File: src/rtl/pipe_reg_chain_pkg.sv
// Shared definitions for the pipeline register chain.
// Lane width and lane count defaults come from the CORDIC datapath
// (x, y, z lanes of 16-bit signed words). count_width() sizes the
// occupancy counter so it can hold 0..depth inclusive.
package pipe_reg_chain_pkg;

  localparam int WORD_WIDTH_DEF = 16;
  localparam int LANES_DEF      = 3;
  localparam int BEAT_WIDTH_DEF = LANES_DEF * WORD_WIDTH_DEF;

  // Width needed to represent the values 0..depth.
  function automatic int count_width(input int depth);
    return (depth < 1) ? 1 : $clog2(depth + 1);
  endfunction

endpackage

File: src/rtl/pipe_reg_chain_stage.sv
// pipe_reg_stage: one elastic stage of the chain (valid bit + data word).
// Ports:
//   clk, rst   clock and synchronous active-high reset
//   flush      clears the valid bit; data is left untouched
//   up_valid   upstream stage (or chain input) holds a beat
//   up_data    upstream beat
//   load       this stage has room this cycle (empty, or its beat leaves)
//   adv        this stage's beat moves downstream this cycle
//   valid      stage occupied
//   data       stage contents, held stable while not loading
module pipe_reg_stage
  import pipe_reg_chain_pkg::*;
#(
  parameter int WIDTH = BEAT_WIDTH_DEF
) (
  input  logic             clk,
  input  logic             rst,
  input  logic             flush,
  input  logic             up_valid,
  input  logic [WIDTH-1:0] up_data,
  input  logic             load,
  input  logic             adv,
  output logic             valid,
  output logic [WIDTH-1:0] data
);

  always_ff @(posedge clk) begin
    if (rst) begin
      valid <= 1'b0;
      data  <= '0;
    end else if (flush) begin
      valid <= 1'b0;
    end else if (load && up_valid) begin
      valid <= 1'b1;
      data  <= up_data;
    end else if (adv) begin
      valid <= 1'b0;
    end
  end

endmodule

File: src/rtl/pipe_reg_chain.sv
// pipe_reg_chain: DEPTH elastic register stages carrying LANES signed words
// per beat, with backpressure, bubble collapsing, flush and an occupancy count.
// Ports:
//   clk, rst   clock and synchronous active-high reset
//   flush      clear all stages next edge; blocks input this cycle
//   in_valid   upstream beat present
//   in_ready   chain accepts a beat this cycle (combinational from out_ready)
//   in_data    beat, lane i at [i*WORD_WIDTH +: WORD_WIDTH]
//   out_valid  beat present at the last stage
//   out_ready  downstream accepts the beat
//   out_data   last stage contents
//   count      number of occupied stages, 0..DEPTH
//
// Handshake: a beat moves across an interface only in a cycle where valid and
// ready are both high. A producer holding valid keeps its data stable until the
// transfer; out_data is never changed while out_valid=1 and out_ready=0.
module pipe_reg_chain
  import pipe_reg_chain_pkg::*;
#(
  parameter int WORD_WIDTH = WORD_WIDTH_DEF,
  parameter int LANES      = LANES_DEF,
  parameter int DEPTH      = 2
) (
  input  logic                              clk,
  input  logic                              rst,
  input  logic                              flush,
  input  logic                              in_valid,
  output logic                              in_ready,
  input  logic [LANES*WORD_WIDTH-1:0]       in_data,
  output logic                              out_valid,
  input  logic                              out_ready,
  output logic [LANES*WORD_WIDTH-1:0]       out_data,
  output logic [count_width(DEPTH)-1:0]     count
);

  localparam int BW = LANES * WORD_WIDTH;
  localparam int CW = count_width(DEPTH);

  if (DEPTH < 1) begin : g_depth_check
    $error("pipe_reg_chain: DEPTH must be >= 1");
  end

  logic [DEPTH-1:0] v;
  logic [DEPTH-1:0] adv;
  logic [DEPTH-1:0] load;
  logic [DEPTH-1:0] up_v;
  logic [BW-1:0]    d    [DEPTH];
  logic [BW-1:0]    up_d [DEPTH];

  // load[k] = "stage k has room": empty, or its beat leaves this cycle.
  // A stage advances when the next one has room, so ready ripples back from
  // out_ready through every stage in the same cycle. An empty stage always
  // has room, which is what collapses bubbles under downstream stall.
  for (genvar k = 0; k < DEPTH; k++) begin : g_stage
    assign load[k] = ~v[k] | adv[k];

    if (k == DEPTH - 1) begin : g_last
      assign adv[k] = v[k] & out_ready;
    end else begin : g_mid
      assign adv[k] = v[k] & load[k+1];
    end

    if (k == 0) begin : g_first
      assign up_v[k] = in_valid;
      assign up_d[k] = in_data;
    end else begin : g_chain
      assign up_v[k] = v[k-1];
      assign up_d[k] = d[k-1];
    end

    pipe_reg_stage #(.WIDTH(BW)) u_stage (
      .clk      (clk),
      .rst      (rst),
      .flush    (flush),
      .up_valid (up_v[k]),
      .up_data  (up_d[k]),
      .load     (load[k]),
      .adv      (adv[k]),
      .valid    (v[k]),
      .data     (d[k])
    );
  end

  // Flush blocks input so the beat offered during a flush is not consumed.
  assign in_ready  = ~flush & load[0];
  assign out_valid = v[DEPTH-1];
  assign out_data  = d[DEPTH-1];

  logic accept;
  logic emit;
  assign accept = in_valid & in_ready;
  assign emit   = out_valid & out_ready;

  // Tracks popcount(v) incrementally; accept and emit together cancel.
  always_ff @(posedge clk) begin
    if (rst || flush) begin
      count <= '0;
    end else begin
      case ({accept, emit})
        2'b10:   count <= count + CW'(1);
        2'b01:   count <= count - CW'(1);
        default: count <= count;
      endcase
    end
  end

endmodule

File: config.mk
export PLATFORM = sky130hd
export DESIGN_NAME = pipe_reg_chain
export DESIGN_NICKNAME = d
export VERILOG_FILES = /design/src/rtl/pipe_reg_chain_pkg.sv /design/src/rtl/pipe_reg_chain_stage.sv /design/src/rtl/pipe_reg_chain.sv
export SDC_FILE = /design/constraint.sdc
export NUM_CORES = 1
export LEC_CHECK = 0
export ABC_CLOCK_PERIOD_IN_PS = 4280
export CAP_MARGIN = 15
export CORE_MARGIN = 2
export CORE_UTILIZATION = 26
export DETAILED_ROUTE_END_ITERATION = 7
export MAX_ROUTING_LAYER = met4
export PLACE_DENSITY_LB_ADDON = 0.12
export SETUP_SLACK_MARGIN = 0.02
export SLEW_MARGIN = 20
export SYNTH_ARGS = -nofsm -noshare
export SYNTH_HDL_FRONTEND = slang
export SYNTH_SLANG_ARGS = --single-unit
File: constraint.sdc
create_clock -name clk -period 4.28 [get_ports clk]
set_clock_uncertainty 0.15 [all_clocks]
set_input_delay 0.428 -clock clk [delete_from_list [all_inputs] [get_ports clk]]
set_output_delay 0.428 -clock clk [all_outputs]
set_load 0.03 [all_outputs]
-- Word-level counts from Yosys, hierarchy flattened
Cells that the tools add are included.
- reductions and logical operators: 9
- bitwise logic cells: 9
- mux-type cells: 5
- add/sub/neg operators: 2
- equality and inequality tests: 2
- operators with widths (cell ; count):
    $reduce_bool 2->1 ; 3
    $and 1x1->1 ; 4
    $mux 1 ; 4
    $pmux 2 s2 ; 1
    $reduce_and 2->1 ; 2
    $not 1->1 ; 3
    $add 2x1->2 const B ; 1
    $eq 2x1->1 const B ; 1
    $eq 2x2->1 const B ; 1
    $logic_and 1x1->1 ; 2
    $or 1x1->1 ; 2
    $reduce_or 2->1 ; 1
    $sub 2x1->2 const B ; 1
    $logic_or 1x1->1 ; 1
- register bits after elaboration: 100
- output and inout port bits: 52
- logic and storage cells: 32
- input bits: 53

-- Longest topological paths before layout
- depth after elaboration: 8
- gate-level depth with buffers: 10
- mapped depth without buffers: 7

-- By module
A second synthesis with hierarchy kept.
- cells, all modules: 442
- area, all modules: 4505.6 sq um
- by module, submodules not included (module ; sequential area each (sq um) ; area an instance (sq um) ; times used ; cells each):
    pipe_reg_stage ; 980.9 ; 2188.3 ; 2 ; 213
    pipe_reg_chain ; 40.0 ; 128.9 ; 1 ; 16

-- Worst setup path after synthesis
No wires, ideal clock.
- kind: register to register
- from: register g_stage[1].u_stage.valid
- to: register count[1]
- setup time: 0.076 ns
- arrival time: 2.041 ns
- period minus slack after synthesis: 2.267 ns
- slack: 2.013 ns
- path buffers: 3
- required time: 4.054 ns
- stages on the path, launching flop included: 10
- path through: dfxtp_1 -> nor2b_1 -> buf_2 -> a21oi_4 -> buf_6 -> buf_6 -> inv_1 -> ha_1 -> or3_1 -> a21boi_0
- word-level cells in the longest chain between the ends: 8
- elaborated cells between the ends (all ways): 11
- classes of those cells: eq/ne (2); mux (1); bitwise (7); reduce/logical (1)
- RTL lines (item ; RTL line ; text):
    start: declaration ; pipe_reg_chain_stage.sv:23 ; output logic valid,
    start signal: assignment ; pipe_reg_chain_stage.sv:29 ; valid <= 1'b0;
    start signal: assignment ; pipe_reg_chain_stage.sv:32 ; valid <= 1'b0;
    start signal: assignment ; pipe_reg_chain_stage.sv:34 ; valid <= 1'b1;
    $and 1x1->1 or $not 1->1 (tied branches) ; pipe_reg_chain.sv:58, pipe_reg_chain.sv:92, pipe_reg_chain.sv:55 ;
    $or 1x1->1 ; pipe_reg_chain.sv:55 ; assign load[k] = ~v[k] | adv[k];
    $and 1x1->1 ; pipe_reg_chain.sv:60 ; assign adv[k] = v[k] & load[k+1];
    $or 1x1->1 ; pipe_reg_chain.sv:55 ;
    $and 1x1->1 ; pipe_reg_chain.sv:85 ; assign in_ready = ~flush & load[0];
    $and 1x1->1 ; pipe_reg_chain.sv:91 ; assign accept = in_valid & in_ready;
    $eq 2x1->1 or $eq 2x2->1 (tied branches) ; pipe_reg_chain.sv:99 ; case ({accept, emit})
    $pmux 2 s2 or $reduce_bool 2->1 (tied branches) ; - ;
    end signal: assignment ; pipe_reg_chain.sv:100 ; 2'b10: count <= count + CW'(1);
    end signal: assignment ; pipe_reg_chain.sv:101 ; 2'b01: count <= count - CW'(1);
    end signal: assignment ; pipe_reg_chain.sv:102 ; default: count <= count;
    end: declaration ; pipe_reg_chain.sv:33 ; output logic [count_width(DEPTH)-1:0] count
Parallel ways exist; a longest one is shown, timed or not.
A chain may end at the register's enable or synchronous reset.

-- Worst setup path after layout
- from: input out_ready
- to: output in_ready
- word-level cells in the longest chain between the ends: 5
- RTL lines (item ; RTL line ; text):
    start: declaration ; pipe_reg_chain.sv:31 ; input logic out_ready,
    $and 1x1->1 ; pipe_reg_chain.sv:58 ; assign adv[k] = v[k] & out_ready;
    $or 1x1->1 ; pipe_reg_chain.sv:55 ;
    $and 1x1->1 ; pipe_reg_chain.sv:60 ;
    $or 1x1->1 ; pipe_reg_chain.sv:55 ;
    $and 1x1->1 ; pipe_reg_chain.sv:85 ;
    end: declaration ; pipe_reg_chain.sv:28 ; output logic in_ready,
Every way passes these cells.

==> metrics <==
CP dominant cell by count clkdlybuf4s50_1; Top Layer Used met4; synthesized cell area 0.00450 mm^2; Max clock buf depth 2; Post-CTS Setup Inserts 0; Pleak 1.85 nW; Synth area leaders dfxtp_1, nand2b_1, mux2i_1; hpwl dp 6510 um; first-pass GRT wire length between 15,000 and 20,000 um; fmax approximately 350 MHz; Nets 580; PortBufs 104; max-slew violations 0; Final ANT Viol Nets 0; hold path cells 2; Clock transition at path regs ~70 ps; gpl congestion 0.653; filler cell count in the final layout about 1,800; CP Launch Type primary input; vias in the first global route 3,450; Synth warnings 0; # DRC 0; RSZ-0062 raised after global routing no; average cell area after synthesis 9.04 um^2; Critical-path top delay cell clkdlybuf4s50_1; CTS tree built; GRT Total Usage 13.2%; Root Driver clkbuf_16; crit end category output port; Final setup viols 0; total clock sinks 100; CP cell instances clkdlybuf4s50_1 > nor2b_4 > a21oi_1 > clkdlybuf4s50_1; total vias in the final route ~3,400; WL met1 5390 um; die area between 0.015 and 0.02 mm^2; critical path's largest stage delay 620 ps; Tightest Hold Check Type reg -> reg; Initial Utilization 26.3%; DR iter-0 viols 169; CP Depth 4; status complete, no violations; fraction of layout cells with a size suffix above 1 4.15%; DRT Pass-1 Iters 4; Yosys top cell area share 44.5%; Avg WL per Cell 15.0 um; final hold slack 311 ps; Synth Net Count 552; Final Hold Viols 0; CTS resizes 0; Core Area 0.0171 mm^2; final setup TNS 0 ps; Critical Path AT approximately 2300 ps; initial antenna violation count 0; min Tclk post-route 2890 ps; R2R cell count 6; pwr dens 340 mW/mm^2; largest net degree at the start of global routing approximately 130; slew margin rel. 28.6%; met2 routed WL 5170 um; # rows 48; asr flop ratio synth 0%; Ports ~110; list of most frequent post-synthesis cells dfxtp_1, nand2b_1, buf_4; GRT overflow 0; Area growth syn-to-layout 23.6%; Post-Synthesis Cells 498; drt total wl 11,300 um; DIE WIDTH 136 um; CTS buffer count 9; most frequent cell after synthesis dfxtp_1; Seq cells post-synth 100; area leader, netlist dfxtp_1; crit-path leading delay family buffers and inverters; CP Class in -> out; Synth Flop Type dfxtp_1; Final Cycle Share around 67%; post-synthesis sequential area ratio 44.5%; CP bufs+invs 2; worst-margin pin slew 1070 ps; die height 136 um; Post-synth EDFFs 0; htree depth 3; Synth cell types 26; CP Max Fanout 28; Via density 4.46; area occupied by multi-input gates a little under 0.002 mm^2; Worst EP required 3700 ps; ant diodes 0; cts hold-fix bufs 0; FF/Latch Area 0.00200 mm^2; met3 WL post-DR around 660 um; r2r setup slk between 2000 and 2500 ps; worst skew pair latency 350 ps; Max IR drop VDD approximately 190 uV; max-cap violations 0
[logic make-up (layout without fill, tap and decap cells)]
group	after synthesis	after routing	share of synthesized area, %
fa+ha+maj	1	1	0.278
flops	100	100	44.5
compound gates	102	102	11.7
xor+xnor	2	2	0.389
buf+inv	91	123	12.5
simple gates	154	154	20.0
mux	48	48	10.7
[tightest hold or removal path: stages, from the launching register on]
cell and delay (ps):
dfxtp_1 310, nand3_1 60, a21oi_1 50
[flip-flops by register name (all words and copies together), names as in the netlist]
| name | count |
|---|---|
| g_stage.u_stage.data | 96 |
| g_stage.u_stage.valid | 2 |
| count | 2 |
[layer usage]
layer,vias up,global-route usage (%)
met3,11,4.30
met4,0,3.41
met2,77,20.7
met1,1605,16.4
met5,-,-
li1,1677,-
[power by group]
group / internal (mW) / switching, mW
Sequential: 0.957 / 0.0146
Clock: 0.392 / 0.358
Combinational: 0.0937 / 0.0793
[cell usage in the layout, fill, tap and decap left out]
cell,instances
nand3_1,48
clkbuf_16,9
xnor2_1,1
a21oi_1,50
or3_1,1
nor3_1,2
buf_6,1
mux2i_1,48
buf_4,3
a21boi_0,1
nand2b_2,1
and2_1,1
clkdlybuf4s50_1,103
ha_1,1
nor2_1,1
nand2b_1,97
o21a_1,1
a21oi_4,1
clkbuf_1,2
nand2b_4,1
and2b_2,1
clkinv_4,2
dfxtp_1,100
clkinv_2,2
xor2_1,1
o21ai_1,3
nor2b_4,1
inv_1,1
o21ai_0,46
[worst paths after layout]
| check | end | startpoint |
|---|---|---|
| worst min register to register | g_stage[1].u_stage.data[36]$_SDFFE_PP0P_ | g_stage[0].u_stage.data[36]$_SDFFE_PP0P_ |
| worst min-delay path | g_stage[1].u_stage.data[36]$_SDFFE_PP0P_ | g_stage[0].u_stage.data[36]$_SDFFE_PP0P_ |
| worst max-delay path | in_ready | out_ready |
| worst max register to register | count[1]$_SDFFE_PP0P_ | g_stage[1].u_stage.valid$_SDFFE_PP0P_ |
[per-stage QoR]
step	utilization (%)	std cells	cell area (um^2)	power (mW)	setup WS (ps)
after floorplan	-	498	4500	1.09	2010
after global placement	31.0	740	5300	1.17	1380
after detailed placement	31.0	740	5300	1.17	1360
after CTS	32.5	755	5560	1.93	1360
after global routing	32.5	755	5570	1.99	1280
final	32.5	755	5570	1.89	1390
[cell type report]
cell class              instances  area share (%)
clock buffers                  11            4.18
clock inverters                 4           0.494
inverters                       1          0.0674
well taps                     225            5.06
flip-flops and latches        100            36.0
repair buffers                107            19.1
multi-input cells             307            35.1
Power figures use the tool's default switching activity.
